[src/rtl/sat_loader_pkg.sv]
// sat_loader_pkg: shared types and constants for the clause array loader.
package sat_loader_pkg;

  typedef enum logic [2:0] {
    ST_IDLE  = 3'd0,
    ST_LOAD  = 3'd1,
    ST_CLEAR = 3'd2,
    ST_STORE = 3'd3,
    ST_DONE  = 3'd4
  } state_e;

  localparam logic [1:0] LIT_NONE    = 2'b00;
  localparam logic [1:0] LIT_POS     = 2'b01;
  localparam logic [1:0] LIT_NEG     = 2'b10;
  localparam logic [1:0] LIT_ILLEGAL = 2'b11;

endpackage

[src/rtl/clause_array_loader_if.sv]
// clause_array_loader_if: clause streams in/out plus the write/read bus
// toward the clause array. master = loader side, slave = environment side.
interface clause_array_loader_if #(
  parameter int NUM_CLAUSES = 8,
  parameter int NUM_VARS    = 8
);
  localparam int ROW_W = 2 * NUM_VARS;

  logic [ROW_W-1:0]             clause_i;
  logic                         clause_valid_i;
  logic                         clause_ready_o;
  logic [ROW_W-1:0]             clause_o;
  logic                         clause_valid_o;
  logic                         clause_ready_i;
  logic [NUM_CLAUSES-1:0]       wr_o;
  logic [ROW_W-1:0]             lit_o;
  logic [NUM_CLAUSES*ROW_W-1:0] lit_rows_i;

  modport master (
    input  clause_i, clause_valid_i, clause_ready_i, lit_rows_i,
    output clause_ready_o, clause_o, clause_valid_o, wr_o, lit_o
  );

  modport slave (
    output clause_i, clause_valid_i, clause_ready_i, lit_rows_i,
    input  clause_ready_o, clause_o, clause_valid_o, wr_o, lit_o
  );

endinterface

[src/rtl/clause_row_mux.sv]
// clause_row_mux: combinational selector picking one row out of the
// concatenated clause array read bus. Out-of-range indices give zero.
module clause_row_mux
  import sat_loader_pkg::*;
#(
  parameter int NUM_CLAUSES = 8,
  parameter int ROW_W       = 16,
  parameter int IDX_W       = 4
) (
  input  logic [NUM_CLAUSES*ROW_W-1:0] rows,
  input  logic [IDX_W-1:0]             sel,
  output logic [ROW_W-1:0]             row
);

  // Select the row whose index matches sel.
  always_comb begin
    row = {ROW_W{1'b0}};
    for (int r = 0; r < NUM_CLAUSES; r++) begin
      row = (sel == IDX_W'(r)) ? rows[r*ROW_W +: ROW_W] : row;
    end
  end

endmodule

[src/rtl/clause_array_loader.sv]
// clause_array_loader: loads clause rows into the clause array (zero-filling
// the unused rows) and stores rows back out as a valid/ready stream.
// Optional build macro CLAUSE_LOADER_LIT_CHECK_EN: illegal literals (11) are
// written as absent during load and flagged on the sticky lit_err_o port.
module clause_array_loader
  import sat_loader_pkg::*;
#(
  parameter int NUM_CLAUSES = 8,
  parameter int NUM_VARS    = 8,
  parameter int WIDTH_CNT   = 4
) (
  input  logic                 clk,
  input  logic                 rst,
  input  logic                 start_load_i,
  input  logic                 start_store_i,
  input  logic [WIDTH_CNT-1:0] clause_cnt_i,
  output logic                 busy_o,
  output logic                 done_o,
  output logic                 cnt_err_o,
`ifdef CLAUSE_LOADER_LIT_CHECK_EN
  output logic                 lit_err_o,
`endif
  clause_array_loader_if.master bus
);

  localparam int ROW_W = 2 * NUM_VARS;
  localparam logic [WIDTH_CNT-1:0]   MAX_CNT  = WIDTH_CNT'(NUM_CLAUSES);
  localparam logic [WIDTH_CNT-1:0]   LAST_ROW = WIDTH_CNT'(NUM_CLAUSES - 1);
  localparam logic [WIDTH_CNT-1:0]   CNT_ZERO = {WIDTH_CNT{1'b0}};
  localparam logic [WIDTH_CNT-1:0]   CNT_ONE  = WIDTH_CNT'(1);
  localparam logic [ROW_W-1:0]       ROW_ZERO = {ROW_W{1'b0}};
  localparam logic [NUM_CLAUSES-1:0] WR_ZERO  = {NUM_CLAUSES{1'b0}};

  state_e               state_r;
  logic [WIDTH_CNT-1:0] row_r;
  logic [WIDTH_CNT-1:0] cnt_r;
  logic [WIDTH_CNT-1:0] cnt_sat_s;
  logic [WIDTH_CNT-1:0] row_nxt_s;
  logic [ROW_W-1:0]     mux_row_s;
  logic [ROW_W-1:0]     lit_in_s;
  logic                 accept_s;
  logic                 send_s;

  function automatic logic [NUM_CLAUSES-1:0] onehot(input logic [WIDTH_CNT-1:0] idx);
    return {{(NUM_CLAUSES-1){1'b0}}, 1'b1} << idx;
  endfunction

`ifdef CLAUSE_LOADER_LIT_CHECK_EN
  function automatic logic [ROW_W-1:0] scrub_lits(input logic [ROW_W-1:0] word);
    logic [ROW_W-1:0] res;
    res = word;
    for (int k = 0; k < NUM_VARS; k++) begin
      if (word[2*k +: 2] == LIT_ILLEGAL) begin
        res[2*k +: 2] = LIT_NONE;
      end else begin
        res[2*k +: 2] = word[2*k +: 2];
      end
    end
    return res;
  endfunction

  function automatic logic has_illegal(input logic [ROW_W-1:0] word);
    logic bad;
    bad = 1'b0;
    for (int k = 0; k < NUM_VARS; k++) begin
      bad = bad | (word[2*k +: 2] == LIT_ILLEGAL);
    end
    return bad;
  endfunction
`endif

  clause_row_mux #(
    .NUM_CLAUSES (NUM_CLAUSES),
    .ROW_W       (ROW_W),
    .IDX_W       (WIDTH_CNT)
  ) u_row_mux (
    .rows (bus.lit_rows_i),
    .sel  (row_r),
    .row  (mux_row_s)
  );

  // Saturated count, next row index, handshakes and the literal word to write.
  always_comb begin
    cnt_sat_s = (clause_cnt_i > MAX_CNT) ? MAX_CNT : clause_cnt_i;
    row_nxt_s = row_r + CNT_ONE;
    accept_s  = (state_r == ST_LOAD) && bus.clause_valid_i && bus.clause_ready_o;
    send_s    = bus.clause_valid_o && bus.clause_ready_i;
`ifdef CLAUSE_LOADER_LIT_CHECK_EN
    lit_in_s  = scrub_lits(bus.clause_i);
`else
    lit_in_s  = bus.clause_i;
`endif
  end

  // Operation sequencer: state, row/count registers and every registered output.
  always_ff @(posedge clk) begin
    if (rst) begin
      state_r            <= ST_IDLE;
      row_r              <= CNT_ZERO;
      cnt_r              <= CNT_ZERO;
      bus.wr_o           <= WR_ZERO;
      bus.lit_o          <= ROW_ZERO;
      bus.clause_o       <= ROW_ZERO;
      bus.clause_valid_o <= 1'b0;
      bus.clause_ready_o <= 1'b0;
      busy_o             <= 1'b0;
      done_o             <= 1'b0;
      cnt_err_o          <= 1'b0;
`ifdef CLAUSE_LOADER_LIT_CHECK_EN
      lit_err_o          <= 1'b0;
`endif
    end else begin
      // Strobes are single-cycle pulses unless re-armed below.
      bus.wr_o <= WR_ZERO;
      done_o   <= 1'b0;
      case (state_r)
        ST_IDLE: begin
          if (start_load_i || start_store_i) begin
            cnt_r     <= cnt_sat_s;
            row_r     <= CNT_ZERO;
            cnt_err_o <= (clause_cnt_i > MAX_CNT);
            busy_o    <= 1'b1;
`ifdef CLAUSE_LOADER_LIT_CHECK_EN
            lit_err_o <= 1'b0;
`endif
            if (start_load_i) begin
              if (cnt_sat_s == CNT_ZERO) begin
                state_r <= ST_CLEAR;
              end else begin
                state_r            <= ST_LOAD;
                bus.clause_ready_o <= 1'b1;
              end
            end else if (cnt_sat_s == CNT_ZERO) begin
              state_r <= ST_DONE;
            end else begin
              state_r <= ST_STORE;
            end
          end
        end
        ST_LOAD: begin
          if (accept_s) begin
            bus.wr_o  <= onehot(row_r);
            bus.lit_o <= lit_in_s;
            row_r     <= row_nxt_s;
`ifdef CLAUSE_LOADER_LIT_CHECK_EN
            lit_err_o <= lit_err_o | has_illegal(bus.clause_i);
`endif
            if (row_nxt_s == cnt_r) begin
              bus.clause_ready_o <= 1'b0;
              state_r            <= (cnt_r == MAX_CNT) ? ST_DONE : ST_CLEAR;
            end
          end
        end
        ST_CLEAR: begin
          bus.wr_o  <= onehot(row_r);
          bus.lit_o <= ROW_ZERO;
          row_r     <= row_nxt_s;
          if (row_r == LAST_ROW) begin
            state_r <= ST_DONE;
          end
        end
        ST_STORE: begin
          // Output register empty (first row) or just drained: refill or finish.
          if (!bus.clause_valid_o) begin
            bus.clause_o       <= mux_row_s;
            bus.clause_valid_o <= 1'b1;
            row_r              <= row_nxt_s;
          end else if (send_s) begin
            if (row_r == cnt_r) begin
              bus.clause_valid_o <= 1'b0;
              state_r            <= ST_DONE;
            end else begin
              bus.clause_o <= mux_row_s;
              row_r        <= row_nxt_s;
            end
          end
        end
        ST_DONE: begin
          done_o  <= 1'b1;
          busy_o  <= 1'b0;
          state_r <= ST_IDLE;
        end
        default: begin
          state_r            <= ST_IDLE;
          busy_o             <= 1'b0;
          bus.clause_ready_o <= 1'b0;
          bus.clause_valid_o <= 1'b0;
        end
      endcase
    end
  end

endmodule

[src/flat_wrapper.sv]
// flat-port wrapper written by rule: the top's interface ports become plain ports
module clause_array_loader_flat import sat_loader_pkg::*;
#(
  parameter int NUM_CLAUSES = 8,
  parameter int NUM_VARS    = 8,
  parameter int WIDTH_CNT   = 4
)
  (clk, rst, start_load_i, start_store_i, clause_cnt_i, busy_o, done_o, cnt_err_o, bus_clause_i, bus_clause_valid_i, bus_clause_ready_i, bus_lit_rows_i, bus_clause_ready_o, bus_clause_o, bus_clause_valid_o, bus_wr_o, bus_lit_o);
  clause_array_loader_if #(.NUM_CLAUSES(NUM_CLAUSES), .NUM_VARS(NUM_VARS)) bus_i ();
  input  logic clk;
  input  logic rst;
  input  logic start_load_i;
  input  logic start_store_i;
  input  logic [WIDTH_CNT-1:0] clause_cnt_i;
  output logic busy_o;
  output logic done_o;
  output logic cnt_err_o;
  input wire logic [$bits(bus_i.clause_i)-1:0] bus_clause_i;
  input wire logic [$bits(bus_i.clause_valid_i)-1:0] bus_clause_valid_i;
  input wire logic [$bits(bus_i.clause_ready_i)-1:0] bus_clause_ready_i;
  input wire logic [$bits(bus_i.lit_rows_i)-1:0] bus_lit_rows_i;
  output wire logic [$bits(bus_i.clause_ready_o)-1:0] bus_clause_ready_o;
  output wire logic [$bits(bus_i.clause_o)-1:0] bus_clause_o;
  output wire logic [$bits(bus_i.clause_valid_o)-1:0] bus_clause_valid_o;
  output wire logic [$bits(bus_i.wr_o)-1:0] bus_wr_o;
  output wire logic [$bits(bus_i.lit_o)-1:0] bus_lit_o;
  assign bus_i.clause_i = bus_clause_i;
  assign bus_i.clause_valid_i = bus_clause_valid_i;
  assign bus_i.clause_ready_i = bus_clause_ready_i;
  assign bus_i.lit_rows_i = bus_lit_rows_i;
  assign bus_clause_ready_o = bus_i.clause_ready_o;
  assign bus_clause_o = bus_i.clause_o;
  assign bus_clause_valid_o = bus_i.clause_valid_o;
  assign bus_wr_o = bus_i.wr_o;
  assign bus_lit_o = bus_i.lit_o;
  clause_array_loader #(.NUM_CLAUSES(NUM_CLAUSES), .NUM_VARS(NUM_VARS), .WIDTH_CNT(WIDTH_CNT)) u_core (.clk(clk), .rst(rst), .start_load_i(start_load_i), .start_store_i(start_store_i), .clause_cnt_i(clause_cnt_i), .busy_o(busy_o), .done_o(done_o), .cnt_err_o(cnt_err_o), .bus(bus_i));
endmodule
[config.mk]
export PLATFORM = sky130hd
export DESIGN_NAME = clause_array_loader_flat
export DESIGN_NICKNAME = d
export VERILOG_FILES = /design/src/rtl/sat_loader_pkg.sv /design/src/rtl/clause_array_loader_if.sv /design/src/rtl/clause_row_mux.sv /design/src/rtl/clause_array_loader.sv /design/src/flat_wrapper.sv
export SDC_FILE = /design/constraint.sdc
export NUM_CORES = 1
export LEC_CHECK = 0
export ABC_AREA = 1
export BUFFER_PORTS_ARGS = -buffer_cell sky130_fd_sc_hd__buf_2
export CAP_MARGIN = 20
export CORE_MARGIN = 1
export CORE_UTILIZATION = 30
export DETAILED_ROUTE_END_ITERATION = 8
export GPL_TIMING_DRIVEN = 0
export SETUP_SLACK_MARGIN = 0.1
export SYNTH_ARGS = -nofsm -noshare
export SYNTH_HDL_FRONTEND = slang
export SYNTH_SLANG_ARGS = --single-unit
[constraint.sdc]
create_clock -name clk -period 5.02 [get_ports clk]
set_input_delay 0 -clock clk [delete_from_list [all_inputs] [get_ports clk]]
set_output_delay 0 -clock clk [all_outputs]
set_load 0.005 [all_outputs]
Word-level counts from Yosys, hierarchy flattened
Index checks and enable logic that the tools add are counted.
Word-level totals
  logic and storage cells: 109
  flip-flop bits (word level): 56
  output and inout bits: 45
  input bits: 154
Cells by class
  equal/unequal tests: 27
  shift-type cells: 1
  bitwise logic cells: 2
  order comparisons: 1
  reductions and logical operators: 19
  add/sub/neg operators: 1
  mux-type cells: 47
Operators with widths (count)
  $mux 16: 12
  $pmux 16 s2: 1
  $mux 3: 10
  $mux 4: 6
  $eq 4x3->1 const B: 4
  $pmux 4 s4: 1
  $pmux 8 s2: 1
  $ne 2x1->1 const B: 6
  $pmux 3 s4: 1
  $mux 1: 10
  $ne 2x2->1 const B: 5
  $eq 4x2->1 const B: 2
  $eq 4x4->1: 2
  $logic_not 4->1: 2
  $mux 8: 1
  $shl 1x4->8 const A: 1
  $reduce_and 7->1: 1
  $eq 3x2->1 const B: 2
  $ne 3x3->1 const B: 2
  $reduce_and 2->1: 3
  $reduce_and 6->1: 1
  $reduce_or 3->1: 2
  $reduce_and 5->1: 1
  $add 4x1->4 const B: 1
  16 further kinds: 20

Logic depth before layout (Yosys ltp)
Gate-level depths: netlist of run 1.
  depth in word-level cells: 12
  gate-level depth with buffers: 15
  depth with buffers taken out: 13

By module
From an unflattened synthesis of run 1, not the netlist that was laid out.
Second synthesis, totals
  cells, all modules: 550
  area total of the unflattened synthesis: 3687.3 um^2
By module, submodules not included
  clause_array_loader: times used 1, area each 2590.0 um^2, cells each 325, sequential area each 1121.1 um^2
  clause_row_mux: times used 1, area each 1097.3 um^2, cells each 225, sequential area each 0.0 um^2

Worst setup path after synthesis of run 1
Ideal clock, no wire load.
  kind: reg2reg
  start point: register u_core.row_r[0]
  end point: register u_core.state_r[0]
  stages on the path, launching flop included: 11
  arrival: 1.656 ns
  path slack: 3.251 ns
  setup time: 0.113 ns
  clock period less this slack: 1.769 ns
  required time: 4.907 ns
  buffers on the path: 0
  cell sequence: dfxtp_1 -> ha_1 -> ha_1 -> xor2_1 -> nand3_1 -> o21ai_1 -> nand2_1 -> nor2_1 -> nand2_1 -> nand2_1 -> nor2_1
Between the ends
  word-level cells in the longest chain between the ends: 4
  elaborated cells on any way between the ends: 8
  those cells by class: add/sub (1); eq/ne (6); reduce/logical (1)
RTL lines
  start, declared: RTL line clause_array_loader.sv:35  | logic [WIDTH_CNT-1:0] row_r;
  start signal, assigned: RTL line clause_array_loader.sv:144  | row_r <= row_nxt_s;
  start signal, assigned: RTL line clause_array_loader.sv:157  | row_r <= row_nxt_s;
  start signal, assigned: RTL line clause_array_loader.sv:167  | row_r <= row_nxt_s;
  $add 4x1->4: RTL line clause_array_loader.sv:85  | row_nxt_s = row_r + CNT_ONE;
  $eq 4x4->1: RTL line clause_array_loader.sv:148  | if (row_nxt_s == cnt_r) begin
  $ne 2x2->1 (no source line)
  $reduce_and 7->1 (no source line) (*)
  end signal, assigned: RTL line clause_array_loader.sv:150  | state_r <= (cnt_r == MAX_CNT) ? ST_DONE : ST_CLEAR;
  end, declared: RTL line clause_array_loader.sv:34  | state_e state_r;
Mark *: on every way between the ends. The rest lies on a longest branch, timed or not.
A chain may end at the register's enable or synchronous reset.

Final worst setup path of run 1
  start point: register u_core.state_r[0]
  end point: register u_core.cnt_r[2]
Between the ends
  word-level cells in the longest chain between the ends: 2
RTL lines
  $logic_not 3->1: RTL line clause_array_loader.sv:116  | case (state_r)
  $reduce_and 2->1 (no source line)
  end signal, assigned: RTL line clause_array_loader.sv:119  | cnt_r <= cnt_sat_s;
  end, declared: RTL line clause_array_loader.sv:36  | logic [WIDTH_CNT-1:0] cnt_r;
No other way between the ends.

==> flow_summary.ini, run 1 <==
[die]
core_area_um2 = 13200
die_area_um2 = 14100
die_w_um = 119
initial_utilization_pct = 30.8
io_pins = 199
die_h_um = 119
num_rows = 42

[power_and_ir_drop]
switching_share_pct = 45.2
switchingPower_mw = 1.00
clockPowerShare_pct = 16.2
ir_drop_mv = 0.166
intPower_mw = 1.21
power_frac_comb_pct = 55.4
pwr-share-seq_pct = 28.4
power.leakage_nw = 3.19
p_total_mw = 2.22
powerDensity_nw_per_um2 = 401

[clock_tree]
root_buffer = clkbuf_16
cts_made_buffers = 5
post_cts_resize_count = 0
cts_sinks = 56
htree_levels = 2
cts_hold_buf = 9
clk_latency_ns = 0.30
tritoncts = yes
cts_setup_buffers = 0
clkTransAtPathRegs_ns = 0.07
cts_buffer_depth = 2

[routing]
wirelength_um = 14100
drc = 0
firstDrtPassIters = 5
vias = 5077
antenna_left = 0
first_iter_violations = 301
via_per_inst = 4.50
wl_per_cell_um = 12.5

[sta]
fmax_mhz = 441
fin_skew_ns = 0.00227
tns_ns = 0
post-route-period-util_pct = 45.2
hold_viol_final = 0
period_minus_slack_ns = 2.27
relSlewSlack_pct = 66.0
rsz0062_at_grt = no
worstMarginPinSlew_ns = 0.509
slew_viol_final = 0
setup_viol = 0

[layout]
syn_to_final_growth_pct = 35.6
fill_cells = 1557
drive_gt1_share_pct = 26.0
layout.cells.non_filler = 1128
fin_nets = 1110
stdcell_area_um2 = 5530

[worst_setup_path]
worst_setup_path_start_kind = register
cpMostUsedCell = inv_2
slowest_delay_ns = 0.55
crit_path_end_kind = register
crit_required_ns = 5.26
critPathSlowestCell = dlygate4sd3_1
crit_chain = inv_2 > nand2_1 > nor2_2 > inv_2 > a21oi_1 > inv_2 > nor2_2 > nand2_1 > dlygate4sd3_1 > a21oi_1
critPathKind = register to register
cp_num_buf_inv = 4
critPathArrivalTime_ns = 2.50
crit_family = buffers and inverters
critPathMaxFanout = 7

[run_status]
outcome = finished, final reports clean

[grt]
grt_max_degree = 18
antenna_found_initial = 2
grt_use_total_pct = 20.2
overflow = 0
grt_pass1_wl_um = 22700
grt_pass1_vias = 4768

[place]
place_area_um2 = 5290
dp_hpwl_um = 11400
place_congestion = 0.880
placed_cells = 1109
numPortBuffers = 198

[min_path]
hold_path_class = primary input to register

[logic_synthesis]
syn-cell-area_um2 = 4080
synth_most_common_cell = nand2_1
yosys_most_used_dff = dfxtp_1
synthTopCellsByCount = nand2_1 (207), nor2_1 (116), inv_1 (109)
synthArstFlopShare_pct = 0
ys_ff_latch = 56
synth_fp_nets = 896
yosysTopAreaCellShare_pct = 27.5
yosys.cell_types.count = 28
yosys.area.top_type = dfxtp_1
yosysSeqAreaShare_pct = 27.5
netlist_instances = 735
synth-edff-count = 0
avgSynthCellArea_um2 = 5.54
synth.area.top_cells = dfxtp_1 (28%), nand2_1 (19%), nor2_1 (11%)
ys_warn_count = 0

[job]
cap_violations = 0
## cell families (layout without fill, tap and decap cells)
family	Yosys count	after routing	synth area share, %
AOI/OAI and AO/OA	68	68	8.60
xor gates and xnor gates	6	6	1.29
adders and majority gates	7	7	2.15
buffers and inverters	153	368	14.6
DFF	56	56	27.5
other	0	2	0
and+or+nand+nor	445	445	45.9
## registers in the layout, summed over array words and instances, names as in the netlist
signal / flops
u_core.cnt_err_o: 1
u_core.busy_o: 1
u_core.bus.clause_o: 16
u_core.cnt_r: 4
u_core.bus.lit_o: 16
u_core.bus.clause_valid_o: 1
u_core.done_o: 1
u_core.bus.clause_ready_o: 1
u_core.row_r: 4
u_core.state_r: 3
u_core.bus.wr_o: 8
## cells in the final DEF (no fill, tap or decap), types with 6 or more instances in the layout
cell,instances
inv_2,7
buf_2,214
dfxtp_1,56
clkbuf_1,20
nor3_1,20
ha_1,7
nand3_1,72
or2_2,10
or2_0,6
nor2_1,116
nand2_1,207
inv_1,109
dlygate4sd3_1,9
a21oi_1,27
o21ai_0,36
## final cells by class
| class | instances | area [µm²] | area share, % |
|---|---|---|---|
| clock buffer | 6 | 129 | 2.33 |
| clock inverter | 2 | 16.3 | 0.294 |
| timing repair buffer | 207 | 1080 | 19.6 |
| buffer | 36 | 155 | 2.81 |
| sequential | 56 | 1120 | 20.3 |
| antenna | 2 | 5.00 | 0.0906 |
| multi-input combinational | 526 | 2360 | 42.7 |
| tap | 176 | 220 | 3.98 |
| inverter | 117 | 439 | 7.95 |
## power groups by stage
stage	sequential, mW	clock [mW]	combinational [mW]
detailed placement	0.640	0	1.24
floorplan	0.643	0	0.822
global placement	0.639	0	1.24
global route	0.646	0.385	1.43
CTS	0.631	0.365	1.25
finish	0.630	0.359	1.23
## metal layers
| metal | track usage, % | up-vias | routed length (µm) |
|---|---|---|---|
| met4 | 6.09 | 0 | 264 |
| met3 | 3.47 | 19 | 947 |
| met1 | 25.2 | 2210 | 6370 |
| li1 | - | 2672 | - |
| met5 | 0 | - | 0 |
| met2 | 35.2 | 176 | 6550 |
## metrics by stage
step / hold WS (ns) / utilization [%] / setup WS (ns)
after floorplan: 0.0785 / - / 3.25
after global placement: 0.262 / 39.9 / 2.75
after detailed placement: 0.267 / 39.9 / 2.75
after CTS: 0.000839 / 41.7 / 2.73
after global routing: 0.0141 / 41.7 / 2.45
final: 0.00146 / 41.7 / 2.75
## tightest hold or removal path: cells and delay by family
family | cells | cell delay [ns]
simple gates | 1 | 0.11
buf+inv | 1 | 0.08
compound gates | 1 | 0.07
## path summary, 6_finish.rpt
kind | slack [ns] | startpoint | to | cells past startpoint
max | 2.75 | u_core.state_r[0] | u_core.cnt_r[2] | 10
min | 0.001 | bus_clause_i[6] | u_core.bus.lit_o[6] | 3
max reg2reg | 2.75 | u_core.state_r[0] | u_core.cnt_r[2] | 10
min reg2reg | 0.47 | u_core.busy_o | u_core.busy_o | 2
Note: power is estimated with default switching activity, not from simulation.
==> run 2, diff against run 1 <==
==> constraint.sdc (replaced) <==
create_clock -name clk -period 2.07 [get_ports clk]
set_input_delay 0 -clock clk [delete_from_list [all_inputs] [get_ports clk]]
set_output_delay 0 -clock clk [all_outputs]
set_load 0.005 [all_outputs]
==> run 2 against run 1 <==
The run now ends with negative hold slack left. Maximum frequency increased by 22%. Die area stayed put. Clock skew up 0.00085 ns. Final cell count about the same. Count of clock-buffer cells in the layout is the same. Cell area up 2.0%. Critical path depth is the same. Via count increased by 0.41%. Wire length up 0.83%.
==> flow_summary.ini, run 2 (synthesized netlist as in run 1, its figures left out) <==
[sta]
hold_viol_final = 1
period_minus_slack_ns = 1.86
fin_skew_ns = 0.00311
tns_ns = 0
fmax_mhz = 538
hold_ws_ns = -0.00189
fin_ws_ns = 0.213
slew_viol_final = 0
relSlewSlack_pct = 65.9
rsz0062_at_grt = yes
post-route-period-util_pct = 89.7
worstMarginPinSlew_ns = 0.511
setup_viol = 0

[grt]
grt_use_total_pct = 20.2
antenna_found_initial = 2
grt_pass1_wl_um = 22600
grt_pass1_vias = 4775
overflow = 0
grt_max_degree = 18

[layout]
stdcell_area_um2 = 5640
fill_cells = 1545
mostFrequentLayoutCell = buf_2
syn_to_final_growth_pct = 38.4
mostFrequentLayoutCells = buf_2 (208), nand2_1 (206), nor2_1 (114)
fin_nets = 1111
top_regs = u_core.bus.clause_o x16, u_core.bus.lit_o x16, u_core.bus.wr_o x8
drive_gt1_share_pct = 28.6

[worst_setup_path]
reg2reg_from = u_core.row_r[0]
cpMostUsedCell = nand2_1
crit_family = adder cells
cp_num_buf_inv = 0
crit_path_start = u_core.row_r[0]
r2r_slack_ns = 0.21
crit_path_end_kind = register
critPathKind = register to register
crit_required_ns = 2.27
critPathMaxFanout = 7
crit_chain = ha_2 > ha_1 > xor2_1 > nand3_1 > o21ai_2 > nand2_1 > nor2_2 > nand2_1 > nand2_1 > nor2_1
slowest_delay_ns = 0.37
critPathSlowestCell = dfxtp_4
worst_setup_path_start_kind = register
critPathArrivalTime_ns = 2.06

[routing]
vias = 5098
first_iter_violations = 343
wirelength_um = 14300
drc = 0
via_per_inst = 4.52
antenna_left = 0
wl_per_cell_um = 12.6
firstDrtPassIters = 5

[place]
place_area_um2 = 5290
numPortBuffers = 198
pre_cts_ws_ns = -0.198
dp_hpwl_um = 11400
place_congestion = 0.880

[die]
die_w_um = 119
die_h_um = 119
initial_utilization_pct = 30.8
num_rows = 42
core_area_um2 = 13200
io_pins = 199
die_area_um2 = 14100

[clock_tree]
cts_made_buffers = 5
cts_sinks = 56
clk_latency_ns = 0.30
cts_buffer_depth = 2
root_buffer = clkbuf_16
htree_levels = 2
clkTransAtPathRegs_ns = 0.07
tritoncts = yes

[power_and_ir_drop]
power.leakage_nw = 3.25
powerDensity_nw_per_um2 = 974
ir_drop_mv = 0.411

[run_status]
outcome = finished with violations
violations = negative hold slack

[min_path]
min_from = bus_clause_i[6]
hold_path_class = primary input to register

[job]
cap_violations = 0
==> run 2: changes by cell type in the layout (fill, tap and decap cells not counted), moves of 3 or more <==
cell	before	now
clkbuf_2	0	4
buf_2	214	208
buf_4	0	10
clkbuf_1	20	10
dfxtp_1	56	53
clkbuf_4	0	5
nand3_1	72	69
==> run 2: worst register-to-register path: cells and delay by family, from the launching register on <==
| kind | cells | cell delay, ns |
|---|---|---|
| xor+xnor | 1 | 0.15 |
| compound gates | 1 | 0.16 |
| flops | 1 | 0.37 |
| simple gates | 6 | 0.54 |
| fa+ha+maj | 2 | 0.54 |
==> run 2: layout make-up <==
class                   instances  area, µm²  share of cell area (%)
plain buffers                  35        194                    3.44
flip-flops and latches         56       1130                    20.0
diodes                          2       5.00                  0.0888
clock buffers                   6        129                    2.29
inverters                     117        439                    7.79
well taps                     176        220                    3.91
repair buffers                209       1090                    19.4
clock inverters                 2       16.3                   0.288
multi-input cells             526       2410                    42.8
==> run 2: stage by stage <==
step                      util (%)  total power, mW  std cells
final                         42.6             5.49       1129
after global routing          42.6             6.08       1128
after CTS                     41.8             5.46       1125
after detailed placement      39.9             4.55       1109
after global placement        39.9             4.55       1109
after floorplan                  -             3.55        735
==> run 2: power by group <==
part / total (mW) / leakage [nW] / switching [mW] / internal [mW]
logic: 3.09 / 2.73 / 1.89 / 1.20
registers: 1.54 / 0.458 / 0.171 / 1.37
clock network: 0.861 / 0.0671 / 0.409 / 0.453
==> run 2: final timing paths <==
check	end	cells after the start
max	u_core.state_r[0]	10
min	u_core.bus.lit_o[6]	3
max reg2reg	u_core.state_r[0]	10
min reg2reg	u_core.busy_o	2
==> run 2: per-layer routing <==
layer | vias to the layer above | share of wire (%) | wire length [µm] | global-route usage [%]
met5 | - | 0 | 0 | 0
met4 | 0 | 1.8 | 255 | 6.09
met3 | 21 | 6.7 | 955 | 3.72
met2 | 180 | 47 | 6650 | 35.2
met1 | 2216 | 45 | 6390 | 25.0
li1 | 2681 | - | - | -
==> run 2: timing repair <==
| item | in CTS | in global routing |
|---|---|---|
| hold buffers | 8 | 0 |
| buffers inserted | 0 | 3 |
| setup endpoints to repair | 18 | 33 |
| gates resized for setup | 14 | 41 |
| pin swaps | 0 | 1 |
| gates cloned | 0 | 0 |
| hold endpoints to repair | 7 | 0 |
==> run 3, diff against run 2 <==
--- a/config.mk
+++ b/config.mk
@@ -10,6 +10,7 @@
 export CAP_MARGIN = 20
 export CORE_MARGIN = 1
 export CORE_UTILIZATION = 30
+export CTS_BUF_LIST = sky130_fd_sc_hd__clkbuf_8
 export DETAILED_ROUTE_END_ITERATION = 8
 export GPL_TIMING_DRIVEN = 0
 export SETUP_SLACK_MARGIN = 0.1
==> constraint.sdc (replaced) <==
create_clock -name clk -period 1.95 [get_ports clk]
set_input_delay 0 -clock clk [delete_from_list [all_inputs] [get_ports clk]]
set_output_delay 0 -clock clk [all_outputs]
set_load 0.005 [all_outputs]
==> run 3 against run 2 <==
The run now ends clean. Critical path depth unchanged. Sequential share of layout area decreased by 1.4 points. Total power increased by 8.5%. Core utilization increased by 3.4 points.
==> flow_summary.ini, run 3 (synthesized netlist as in run 1, its figures left out) <==
[sta]
relSlewSlack_pct = 66.1
rsz0062_at_grt = yes
setup_viol = 0
period_minus_slack_ns = 1.79
hold_viol_final = 0
fmax_mhz = 557
fin_skew_ns = 0.00362
slew_viol_final = 0
hold_ws_ns = 0.00760
fin_ws_ns = 0.156
post-route-period-util_pct = 92.0
worstMarginPinSlew_ns = 0.509

[place]
place_congestion = 0.880
placed_cells = 1109
pre_cts_ws_ns = -0.318
numPortBuffers = 198
dp_hpwl_um = 11400

[routing]
met2_length_um = 7040
first_iter_violations = 331
antenna_left = 0
drc = 0
via_per_inst = 4.53
vias = 5244
wl_met1_um = 6450
wl_per_cell_um = 12.8
wirelength_um = 14800
firstDrtPassIters = 5
routed-wl-met3_um = 988
highest_layer = met4

[worst_setup_path]
crit_family = simple AND/OR/NAND/NOR gates
crit_chain = ha_4 > ha_4 > xor2_1 > nand3_1 > o21ai_2 > nand2_1 > nor2_2 > nand2_1 > nand2_1 > nor2_1
critPathArrivalTime_ns = 2.03
worst_setup_path_start_kind = register
cp_num_buf_inv = 0
slowest_delay_ns = 0.39
critPathSlowestCell = dfxtp_4
critPathMaxFanout = 6
crit_required_ns = 2.18
worst-path-stages = 10
reg2reg_depth = 10
critPathKind = register to register
crit_path_end_kind = register
cpMostUsedCell = nand2_1

[clock_tree]
root_buffer = clkbuf_8
cts_buffer_depth = 2
cts_made_buffers = 5
clk_latency_ns = 0.32
cts_sinks = 56
clkTransAtPathRegs_ns = 0.10
htree_levels = 2
tritoncts = yes

[run_status]
outcome = finished, final reports clean

[power_and_ir_drop]
ir_drop_mv = 0.457
power.leakage_nw = 3.44
powerDensity_nw_per_um2 = 978
p_total_mw = 5.96

[min_path]
hold_depth = 5
hold_path_class = primary input to register

[layout]
syn_to_final_growth_pct = 49.4
fin_nets = 1139
mostFrequentLayoutCells = nand2_1 (203), buf_2 (203), nor2_1 (111)
top_regs = u_core.bus.clause_o x16, u_core.bus.lit_o x16, u_core.bus.wr_o x8
drive_gt1_share_pct = 30.9
layout.cells.non_filler = 1157

[die]
die_area_um2 = 14100
die_h_um = 119
core_area_um2 = 13200
initial_utilization_pct = 30.8
die_w_um = 119
io_pins = 199
num_rows = 42

[grt]
grt_use_total_pct = 20.5
grt_pass1_wl_um = 23000
antenna_found_initial = 2
overflow = 0
grt_max_degree = 18
grt_pass1_vias = 4881

[job]
cap_violations = 0
[run 3: where the power goes]
part           switching [mW]  leakage (nW)  internal [mW]
Sequential              0.193         0.459           1.45
Combinational            2.13          2.94           1.52
Clock                   0.410        0.0456          0.252
Total                    2.73          3.44           3.22
[run 3: worst reg2reg max path: stages (launching register included)]
cell and delay, ns:
dfxtp_4 0.39, ha_4 0.20, ha_4 0.28, xor2_1 0.14
nand3_1 0.11, o21ai_2 0.16, nand2_1 0.10, nor2_2 0.17
nand2_1 0.07, nand2_1 0.05, nor2_1 0.04
[run 3: stage by stage]
| stage | utilization (%) | cell area [µm²] | TNS (ns) |
|---|---|---|---|
| final | 46.0 | 6090 | 0 |
| after floorplan | - | 4080 | 0 |
| after global placement | 39.9 | 5290 | -4.29 |
| after global routing | 46.0 | 6090 | 0 |
| after CTS | 43.2 | 5720 | 0 |
| after detailed placement | 39.9 | 5290 | -4.43 |
[run 3: routing by layer]
metal  global-route usage (%)  vias to the layer above
li1                         -                     2744
met1                     25.4                     2299
met2                     36.2                      182
met3                     3.33                       19
met4                     6.41                        0
met5                        0                        -
[run 3: final timing paths]
check / from / slack, ns / to
setup / recovery: u_core.row_r[0] / 0.16 / u_core.state_r[0]
hold / removal: bus_lit_rows_i[96] / 0.008 / u_core.bus.clause_o[0]
setup reg to reg: u_core.row_r[0] / 0.16 / u_core.state_r[0]
hold reg to reg: u_core.busy_o / 0.47 / u_core.busy_o
[run 3: area by class of cell]
type / count / area, µm²
timing repair buffer: 236 / 1400
clock inverter: 3 / 20.0
tap: 176 / 220
inverter: 117 / 444
antenna: 2 / 5.00
buffer: 36 / 292
fill: 1481 / 7150
sequential: 56 / 1130
clock buffer: 5 / 68.8
multi-input combinational: 526 / 2510
[run 3: what timing repair did]
item,4_1_cts,5_1_grt
gates cloned,0,3
pin swaps,3,19
buffers inserted,2,11
hold buffers,22,0
endpoints found under the setup margin,21,44
resized for setup,35,80
endpoints found under the hold margin,21,0
